[src/rtl/if_id_queue.sv]
// Fetch-to-decode instruction queue: DEPTH-entry circular buffer of {pc, instr, fault}.
// Optional IFQ_BYPASS_EN: an empty queue forwards the fetch entry straight to decode.
module if_id_queue #(
    parameter int DEPTH = 4,
    parameter int XLEN  = 32
) (
    input  logic                     clk,
    input  logic                     rst_n,
    input  logic                     fetch_valid,
    output logic                     fetch_ready,
    input  logic [XLEN-1:0]          fetch_pc,
    input  logic [XLEN-1:0]          fetch_instr,
    input  logic                     fetch_fault,
    input  logic                     StallD,
    input  logic                     FlushD,
    output logic                     ValidD,
    output logic [XLEN-1:0]          InstrD,
    output logic [XLEN-1:0]          PCD,
    output logic                     FaultD,
    output logic [$clog2(DEPTH):0]   count
);
    localparam int PW = $clog2(DEPTH);
    localparam int CW = PW + 1;
    localparam logic [XLEN-1:0] NOP = XLEN'(32'h0000_0013);

    typedef struct packed {
        logic [XLEN-1:0] pc;
        logic [XLEN-1:0] instr;
        logic            fault;
    } ifq_entry_t;

    ifq_entry_t         mem_q [DEPTH];
    logic [PW-1:0]      rd_ptr_q, rd_ptr_d;
    logic [PW-1:0]      wr_ptr_q, wr_ptr_d;
    logic [CW-1:0]      count_q, count_d;

    ifq_entry_t head;
    logic       q_valid, byp, push, pop, wr_en;

    assign fetch_ready = (count_q != CW'(DEPTH));
    assign push        = fetch_valid & fetch_ready;
    assign count       = count_q;

    always_comb begin
        head    = mem_q[rd_ptr_q];
        q_valid = (count_q != '0);
        byp     = 1'b0;
`ifdef IFQ_BYPASS_EN
        byp     = (count_q == '0) & ~FlushD & fetch_valid;
`endif
        ValidD  = q_valid | byp;
        InstrD  = NOP;
        PCD     = '0;
        FaultD  = 1'b0;
        if (byp) begin
            InstrD = fetch_instr;
            PCD    = fetch_pc;
            FaultD = fetch_fault;
        end else if (q_valid) begin
            InstrD = head.instr;
            PCD    = head.pc;
            FaultD = head.fault;
        end
        pop   = q_valid & ~StallD & ~FlushD;
        // A bypassed entry that decode consumes right away never occupies a slot.
        wr_en = push & ~FlushD & ~(byp & ~StallD);
    end

    always_comb begin
        rd_ptr_d = rd_ptr_q;
        wr_ptr_d = wr_ptr_q;
        count_d  = count_q;
        if (FlushD) begin
            rd_ptr_d = wr_ptr_q;
            count_d  = '0;
        end else begin
            if (wr_en) wr_ptr_d = wr_ptr_q + PW'(1);
            if (pop)   rd_ptr_d = rd_ptr_q + PW'(1);
            case ({wr_en, pop})
                2'b10:   count_d = count_q + CW'(1);
                2'b01:   count_d = count_q - CW'(1);
                default: count_d = count_q;
            endcase
        end
    end

    always_ff @(posedge clk or negedge rst_n) begin
        if (!rst_n) begin
            rd_ptr_q <= '0;
            wr_ptr_q <= '0;
            count_q  <= '0;
        end else begin
            rd_ptr_q <= rd_ptr_d;
            wr_ptr_q <= wr_ptr_d;
            count_q  <= count_d;
        end
    end

    // Payload storage needs no reset: every read is gated by count_q.
    always_ff @(posedge clk) begin
        if (wr_en) mem_q[wr_ptr_q] <= '{pc: fetch_pc, instr: fetch_instr, fault: fetch_fault};
    end

endmodule
[config.mk]
export PLATFORM = sky130hd
export DESIGN_NAME = if_id_queue
export DESIGN_NICKNAME = d
export VERILOG_FILES = /design/src/rtl/if_id_queue.sv
export SDC_FILE = /design/constraint.sdc
export NUM_CORES = 1
export LEC_CHECK = 0
export ABC_AREA = 1
export CAP_MARGIN = 20
export CORE_MARGIN = 5
export CORE_UTILIZATION = 40
export DETAILED_ROUTE_END_ITERATION = 12
export SKIP_CTS_REPAIR_TIMING = 1
export SLEW_MARGIN = 15
export SYNTH_ARGS = -nofsm -noshare
export SYNTH_HDL_FRONTEND = slang
export SYNTH_SLANG_ARGS = --single-unit
[constraint.sdc]
create_clock -name clk -period 8.87 [get_ports clk]
set_input_delay 1.3305 -clock clk [delete_from_list [all_inputs] [get_ports clk]]
set_output_delay 1.3305 -clock clk [all_outputs]
set_load 0.01 [all_outputs]
==> results.sh, run 1 <==
export IMPL_relSlewSlack=0.2976
export IMPL_grt_pass1_vias=6677
export IMPL_coreArea_mm2=0.02606
export IMPL_path_class="reg -> out"
export IMPL_regToRegSetupSlack_ns=5.83
export IMPL_grt_max_degree=73
export IMPL_remaining_drc_errors=0
export IMPL_nFillCells=2244
export IMPL_fin_crit_ns=5.051
export IMPL_finalSetupTns_ns=0
export IMPL_ys_flop_type="edfxtp_1"
export IMPL_synth_seq_area_share=0.7542
export IMPL_hold_depth=2
export IMPL_synth_edff_count=260
export IMPL_hpwl_um=13110
export IMPL_ioPinCount=140
export IMPL_fin_worst_skew_ns=0.007912
export IMPL_postSynthAreaPerCell_um2=12.75
export IMPL_initialDrtViolationCount=369
export IMPL_viasPerCell=4.986
export IMPL_post_route_period_util=0.5694
export IMPL_tightest_slew_ns=1.051
export IMPL_critPathCaptureType="primary output"
export IMPL_finalHoldViolations=0
export IMPL_cts_tree="yes"
export IMPL_num_rows=59
export IMPL_worstPathRequired_ns=7.54
export IMPL_vias=6557
export IMPL_start_kind="flop"
export IMPL_dpl_cell_area_mm2=0.01221
export IMPL_rsz0062_at_grt="false"
export IMPL_power_density_mw_per_mm2=325.7
export IMPL_cts_buffers=28
export IMPL_max_cap_violations=0
export IMPL_cp_data_arrival_time_ns=3.72
export IMPL_port_buffers=139
export IMPL_yosysTopAreaCellShare=0.7377
export IMPL_synth_most_common_cell="nor2_1"
export IMPL_synth_top_family_by_area="simple AND/OR/NAND/NOR gates"
export IMPL_start_util=0.4062
export IMPL_grt_usage=0.1544
export IMPL_timing_rr_end="mem_q[3][25]"
export IMPL_antenna_cells=0
export IMPL_yosysTopAreaCell="edfxtp_1"
export IMPL_setup_viol=0
export IMPL_register_area_mm2=0.007988
export IMPL_path_max_fanout=68
export IMPL_firstDrtPassIters=5
export IMPL_layout_drive_gt1_share=0.07551
export IMPL_clockRootBuffer="clkbuf_16"
export IMPL_syn_area_mm2=0.01058
export IMPL_ir_worst_vdd_uv=189.8
export IMPL_ys_ff_latch=267
export IMPL_nets=1033
export IMPL_clock_path_buffers=3
export IMPL_p_total_mw=4.273
export IMPL_h_tree_depth=1
export IMPL_hp_start="wr_ptr_q[0]"
export IMPL_synthXorXnorAreaFrac=0.001655
export IMPL_synth_commonest_cells="nor2_1, edfxtp_1, o21ai_0"
export IMPL_synth_fa_ha_area_frac=0.006620
export IMPL_leakage_nw=4.395
export IMPL_multi_input_area_mm2=0.002287
export IMPL_cts_sinks=267
export IMPL_ff2ff_path_depth=5
export IMPL_gr_total_overflow=0
export IMPL_die_area_mm2=0.02981
export IMPL_hold_worst_slack_ns=0.5816
export IMPL_fmax_mhz=198.0
export IMPL_fp_dieW_um=172.7
export IMPL_yosys_top_cells_area="edfxtp_1, nor2_1, o21ai_0"
export IMPL_regToRegStartpoint="count[0]"
export IMPL_muxShareOfSynthArea=0
export IMPL_final_area_mm2=0.01312
export IMPL_synth_nets=905
export IMPL_yosys_area_share_simple=0.1112
export IMPL_synth_compound_area_frac=0.09375
export IMPL_grt_pass1_wl_um=37180
export IMPL_antenna_found_initial=0
export IMPL_gp_congestion=0.6975
export IMPL_path_clk_slew_ns=0.06
export IMPL_ys_types=27
export IMPL_wirelength_um=23700
export IMPL_status="complete, no violations"
export IMPL_postSynth_asyncResetShare=0.02622
export IMPL_clk_latency_ns=0.52
export IMPL_yosysWarnings=0
export IMPL_hp_class="reg -> reg"
export IMPL_ant_nets=0
export IMPL_wl_per_cell_um=18.02
export IMPL_die_h_um=172.7
export IMPL_hold_path_endpoint="rd_ptr_q[0]"
export IMPL_syn_inst=830
export IMPL_syn2layout_area_growth_pct=23.97
export IMPL_slew_viol_final=0
## cell families (layout without fill, tap and decap cells)
group / count (synthesis) / after routing
AOI/OAI and AO/OA: 196 / 196
xor gates and xnor gates: 2 / 2
adders and majority gates: 5 / 5
buffers and inverters: 64 / 214
DFF: 267 / 267
and+or+nand+nor: 296 / 296
## state kept, by name, summed over array words and instances (netlist names)
signal,flops
wr_ptr_q,2
mem_q,260
count,3
rd_ptr_q,2
## stage by stage
stage | cells | setup slack (ns) | util
global route | 1315 | 3.554 | 0.5035
global placement | 1263 | 4.337 | 0.4685
finish | 1315 | 3.819 | 0.5035
CTS | 1315 | 3.803 | 0.5035
floorplan | 830 | 3.862 | -
detailed placement | 1263 | 4.281 | 0.4685
## critical path, stage by stage (launching register included)
cell and delay [ns]:
dfrtp_4 0.74, inv_4 0.59, buf_4 0.66, nor2_1 0.09, o311ai_1 0.41, clkdlybuf4s50_1 0.63
## per-layer routing
metal	track usage	vias up	routed length [µm]
li1	-	3198	-
met1	0.2069	3191	10670
met2	0.2651	145	11680
met3	0.02904	23	1060
met4	0.03210	0	277
met5	0	-	0
## power breakdown
group | switching [mW] | leakage, nW | internal, mW
registers | 0.0839 | 2.45 | 1.53
clock network | 0.456 | 0.450 | 0.679
logic | 0.896 | 1.50 | 0.623
total | 1.44 | 4.40 | 2.84
## how the worst max path moves through the flow
stage	start	endpoint	slack [ns]	depth (start not counted)
final	rd_ptr_q[0]	InstrD[0]	3.82	5
after global routing	rd_ptr_q[0]	FaultD	3.55	5
after CTS	rd_ptr_q[0]	InstrD[0]	3.80	5
after detailed placement	FlushD	mem_q[2][4]	4.28	5
after global placement	FlushD	mem_q[3][13]	4.34	5
after floorplan	FlushD	mem_q[0][0]	3.86	4
## layout by cell type, fill, tap and decap left out, drive strengths merged
| cell | instances |
|---|---|
| fa | 1 |
| xor2 | 2 |
| o21ai | 130 |
| edfxtp | 260 |
| dfrtp | 7 |
| clkdlybuf4s50 | 139 |
| buf | 9 |
| clkbuf | 30 |
| nor2 | 269 |
| clkinvlp | 2 |
| a21oi | 63 |
| nand2 | 20 |
| bufinv | 3 |
| nand3 | 5 |
| ha | 4 |
| inv | 15 |
| nand3b | 1 |
| clkinv | 16 |
| o311ai | 3 |
| nor3 | 1 |
## final cells by class
| class | count | area share |
|---|---|---|
| inverter | 14 | 0.004196 |
| clock inverter | 22 | 0.01402 |
| clock buffer | 30 | 0.05559 |
| sequential | 267 | 0.6088 |
| tap | 335 | 0.03194 |
| multi-input combinational | 499 | 0.1743 |
| timing repair buffer | 148 | 0.1112 |
No activity file was read; power rests on OpenSTA's default activity.
==> run 2, diff against run 1 <==
- clock period: 8.87 -> 4.98 ns (I/O delays scaled with it)
==> results.sh, run 2 (synthesis gave the netlist of run 1 again) <==
export IMPL_finalSetupTns_ns=0
export IMPL_fmax_mhz=235.6
export IMPL_final_area_mm2=0.01314
export IMPL_top_register="mem_q"
export IMPL_vias=6564
export IMPL_fin_crit_ns=4.244
export IMPL_remaining_drc_errors=0
export IMPL_critPathLaunch="rd_ptr_q[0]"
export IMPL_start_util=0.4062
export IMPL_critPathCaptureType="primary output"
export IMPL_nets=1038
export IMPL_relSlewSlack=0.3672
export IMPL_leakage_nw=4.406
export IMPL_cp_endpoint="InstrD[31]"
export IMPL_initialDrtViolationCount=527
export IMPL_cts_tree="yes"
export IMPL_hpwl_um=13750
export IMPL_path_class="reg -> out"
export IMPL_grt_usage=0.1517
export IMPL_final_cell_mix="nor2_1, edfxtp_1, clkdlybuf4s50_1"
export IMPL_largest_register_ffs=260
export IMPL_post_place_ws_ns=1.268
export IMPL_grt_pass1_wl_um=36560
export IMPL_layout_drive_gt1_share=0.07637
export IMPL_register_area_mm2=0.007988
export IMPL_timing_rr_end="mem_q[1][64]"
export IMPL_num_rows=59
export IMPL_start_kind="flop"
export IMPL_gp_congestion=0.7177
export IMPL_path_max_fanout=73
export IMPL_max_cap_violations=0
export IMPL_ff2ff_path_depth=5
export IMPL_setup_ws_ns=0.7358
export IMPL_multi_input_area_mm2=0.002287
export IMPL_gr_total_overflow=0
export IMPL_cp_data_arrival_time_ns=3.50
export IMPL_post_route_period_util=0.8522
export IMPL_hp_class="in -> async"
export IMPL_fp_dieW_um=172.7
export IMPL_power_density_mw_per_mm2=577.8
export IMPL_wirelength_um=23600
export IMPL_port_buffers=139
export IMPL_cts_buffers=28
export IMPL_clockRootBuffer="clkbuf_16"
export IMPL_wl_per_cell_um=17.92
export IMPL_final_common_cell="nor2_1"
export IMPL_setup_viol=0
export IMPL_regToRegSetupSlack_ns=2.36
export IMPL_tightest_slew_ns=0.9492
export IMPL_grt_pass1_vias=6333
export IMPL_ioPinCount=140
export IMPL_viasPerCell=4.984
export IMPL_dpl_cell_area_mm2=0.01226
export IMPL_fin_worst_skew_ns=0.007744
export IMPL_worstPathRequired_ns=4.23
export IMPL_syn2layout_area_growth_pct=24.19
export IMPL_path_clk_slew_ns=0.06
export IMPL_status="complete, no violations"
export IMPL_rsz0062_at_grt="false"
export IMPL_die_h_um=172.7
export IMPL_ir_worst_vdd_uv=280.6
export IMPL_finalHoldViolations=0
export IMPL_nFillCells=2232
export IMPL_firstDrtPassIters=5
export IMPL_ant_nets=0
export IMPL_cts_sinks=267
export IMPL_slew_viol_final=0
export IMPL_regToRegStartpoint="count[0]"
export IMPL_antenna_found_initial=1
export IMPL_p_total_mw=7.594
export IMPL_grt_max_degree=87
export IMPL_h_tree_depth=1
export IMPL_die_area_mm2=0.02981
export IMPL_antenna_cells=0
export IMPL_clk_latency_ns=0.53
export IMPL_coreArea_mm2=0.02606
export IMPL_clock_path_buffers=3
-- run 2: cell types whose count changed in the layout (fill, tap and decap cells not counted), moves of 2 or more --
cell,delta
buf_4,+4
clkbuf_1,+3
clkinv_1,-2
clkinv_2,-3
-- run 2: how the worst min path moves through the flow --
stage / endpoint / slack, ns / cells after the start
3_5_place_dp: rd_ptr_q[0] / 0.57 / 2
6_report: count[2] / 0.49 / 1
5_1_grt: count[2] / 0.49 / 1
4_1_cts: count[2] / 0.48 / 1
3_3_place_gp: rd_ptr_q[1] / 0.58 / 2
2_1_floorplan: count[0] / 0.45 / 0
-- run 2: report_power, final --
part / internal, mW / switching [mW]
logic: 1.13 / 1.61
clock network: 1.18 / 0.809
registers: 2.73 / 0.123
-- run 2: critical path: stages (launching register included) --
cell             delay [ns]
dfrtp_4                0.42
buf_4                  0.54
buf_4                  0.75
nor2_1                 0.11
nor2_1                 0.11
o21ai_0                0.10
a21oi_1                0.27
clkdlybuf4s50_1        0.59
-- run 2: final cells by class --
type                            count  share of cell area
Sequential cell                   267              0.6077
Timing Repair Buffer              153              0.1148
Multi-Input combinational cell    499              0.1740
Tap cell                          335             0.03189
Inverter                           14            0.004188
Clock inverter                     17             0.01295
Clock buffer                       32             0.05445
-- run 2: per-stage QoR --
step | hold WS [ns] | instances | utilization
global route | 0.4896 | 1317 | 0.5044
CTS | 0.4822 | 1317 | 0.5044
detailed placement | 0.5694 | 1268 | 0.4704
finish | 0.4858 | 1317 | 0.5044
global placement | 0.5845 | 1268 | 0.4704
floorplan | 0.4514 | 830 | -
-- run 2: routing by layer --
layer	track usage	vias up	wire length, µm
met5	0	-	19
met4	0.03406	2	433
met3	0.03188	31	1317
met2	0.2503	163	11410
met1	0.2092	3164	10420
li1	-	3204	-
==> variant, RTL diff (config.mk and constraints of run 2) <==
Set the parameter `DEPTH` to 2 (it was 4).
--- a/src/rtl/if_id_queue.sv
+++ b/src/rtl/if_id_queue.sv
@@ -3,3 +3,3 @@
 module if_id_queue #(
-    parameter int DEPTH = 4,
+    parameter int DEPTH = 2,
     parameter int XLEN  = 32
Interface: changed (resized count); port bits go from 140 to 139. The function was not compared with the original's and may differ.
==> variant against run 2 <==
  * Global-route usage rose by 0.28 points
  * Routed wire length fell by 51%
  * Register-to-register slack improved by 320 ps
  * Area after synthesis down 52%
  * Sequential cell count decreased by 133
  * Power fell by 57%
  * Worst setup slack better by 1000 ps
  * Design area decreased by 45%
  * Synthesized cell count down 54%
  * Clock power shrank 44%
==> variant: results (changes against run 2) <==
qor: grt.first_global_vias 3417 [was 6333]
qor: layout.finish.net_count 596 [was 1038]
qor: setup_path.timing.rr.start count[0] [unchanged]
qor: setup_path.worst_r2r_endpoint mem_q[1][1] [was mem_q[1][64]]
qor: logic_synthesis.post_synth_main_area_contributors sky130_fd_sc_hd__edfxtp_1, sky130_fd_sc_hd__nand2_1, sky130_fd_sc_hd__a21oi_1 [was sky130_fd_sc_hd__edfxtp_1, sky130_fd_sc_hd__nor2_1, sky130_fd_sc_hd__o21ai_0]
qor: timing.maxSlewHeadroom 38.1% [was 36.7%]
qor: logic_synthesis.synth-warning-count 0 [unchanged]
qor: timing.clock-skew-final 3.82 ps [was 7.74 ps]
qor: drt.top_signal_layer_used met4 [was met5]
qor: clock_tree.tritoncts.num_buffers 17 [was 28]
qor: drt.routedLengthMet1 5090 µm [was 10400 µm]
qor: pwr.power_leakage 2.53 nW [was 4.41 nW]
qor: logic_synthesis.fraction_of_the_yosys_area_taken_by_sequential_cells 78.7% [was 75.4%]
qor: placement.hpwl 7250 µm [was 13700 µm]
qor: clock_tree.cts-htree-levels 4 [was 1]
qor: clock_tree.cts_buffer_depth 2 [was 3]
qor: layout.largest_reg_flops 130 [was 260]
qor: grt.grt_antenna_before_repair 0 [was 1]
qor: clock_tree.clk_root_buffer_cell sky130_fd_sc_hd__clkbuf_16 [unchanged]
qor: grt.grt_first_pass_wirelength 17500 µm [was 36600 µm]
qor: outcome.run_status finished, final reports clean [unchanged]
qor: setup_path.timing.critical_path.fanout_max 25 [was 73]
qor: setup_path.worst-r2r-setup-slack 2680 ps [was 2360 ps]
qor: placement.placed_cells_incl_taps 678 [was 1268]
qor: grt.global_route.usage.total 15.5% [was 15.2%]
qor: drt.via_count 3295 [was 6564]
qor: drt.met3RoutedLength 1050 µm [was 1320 µm]
qor: logic_synthesis.avgSynthCellArea 13.3 µm² [was 12.8 µm²]
qor: grt.grt_start_max_net_pins 67 [was 87]
qor: logic_synthesis.ys_top_cells_by_count sky130_fd_sc_hd__nand2_1, sky130_fd_sc_hd__edfxtp_1, sky130_fd_sc_hd__a21oi_1 [was sky130_fd_sc_hd__nor2_1, sky130_fd_sc_hd__edfxtp_1, sky130_fd_sc_hd__o21ai_0]
qor: drt.dr_wl_met2 5290 µm [was 11400 µm]
qor: pwr.power.ir.vdd_worst 0.206 mV [was 0.281 mV]
qor: logic_synthesis.yosys.cell_types.count 17 [was 27]
qor: logic_synthesis.synth-edff-count 130 [was 260]
qor: logic_synthesis.synth_fp_nets 453 [was 905]
qor: drt.drt_wl_total 11500 µm [was 23600 µm]
qor: layout.drive_above_1_share 9.09% [was 7.64%]
qor: logic_synthesis.asyncSetResetFlopFracSynth 2.99% [was 2.62%]
qor: drt.firstDrtPassIters 4 [was 5]
qor: drt.via_per_instance_ratio 4.63 [was 4.98]
qor: clock_tree.clkLatencyLatePin 400 ps [was 530 ps]
qor: placement.place.port_buffers 138 [was 139]
qor: drt.detailedRoute.firstIterationViolations 212 [was 527]
qor: placement.gp_congestion 0.719 [was 0.718]
==> variant: cell type report <==
type | count | area, µm²
antenna | 1 | 2.50
inverter | 7 | 26.3
timing repair buffer | 144 | 1470
fill | 1035 | 5330
sequential | 134 | 4010
clock inverter | 14 | 113
clock buffer | 18 | 429
multi-input combinational | 222 | 976
tap | 172 | 215
==> variant: worst max path at each step <==
stage | start | slack [ps] | end
after floorplan | fetch_valid | 740 | mem_q[0][0]
after global placement | fetch_valid | 1890 | mem_q[1][58]
after detailed placement | count[1] | 1860 | InstrD[22]
after CTS | count[1] | 1420 | InstrD[22]
after global routing | count[1] | 1600 | FaultD
final | count[1] | 1750 | InstrD[30]
==> variant: metal layers <==
metal / GRT usage, % / vias to the layer above
met5: 0 / -
met4: 5.25 / 0
met3: 6.91 / 2
met2: 23.4 / 110
met1: 19.8 / 1547
li1: - / 1636
==> variant: worst max-delay path, cell delays in order (launching register included) <==
cell	delay [ps]
sky130_fd_sc_hd__dfrtp_1	480
sky130_fd_sc_hd__nor2_4	500
sky130_fd_sc_hd__buf_16	240
sky130_fd_sc_hd__buf_4	260
sky130_fd_sc_hd__a21oi_1	80
sky130_fd_sc_hd__clkdlybuf4s50_1	490
==> variant: through the flow <==
step           hold WS [ps]  setup slack, ps  instance area, µm²  utilization (%)
3_5_place_dp            630             1860                6670             53.0
6_report                548             1750                7240             57.6
2_1_floorplan           451              744                5090                -
4_1_cts                 530             1420                7210             57.4
3_3_place_gp            607             1890                6650             52.9
5_1_grt                 546             1600                7240             57.6
==> variant: logic make-up (layout without fill, tap and decap cells) <==
kind of cell | count (synthesis) | in the layout | share of synthesized area [%]
AND/OR/NAND/NOR | 156 | 156 | 12.2
flip-flops | 134 | 134 | 78.7
AO/OA/AOI/OAI | 65 | 65 | 6.49
buffers and inverters | 27 | 183 | 2.43
XOR/XNOR | 1 | 1 | 0.172
other | 0 | 1 | 0
==> variant: power breakdown <==
group | total, W | leakage, nW | internal (W) | switching, W
combinational | 0.000749 | 1.03 | 0.000313 | 0.000435
sequential | 0.00141 | 1.24 | 0.00138 | 0.0000316
clock | 0.00112 | 0.251 | 0.000678 | 0.000444
total | 0.00328 | 2.53 | 0.00237 | 0.000911
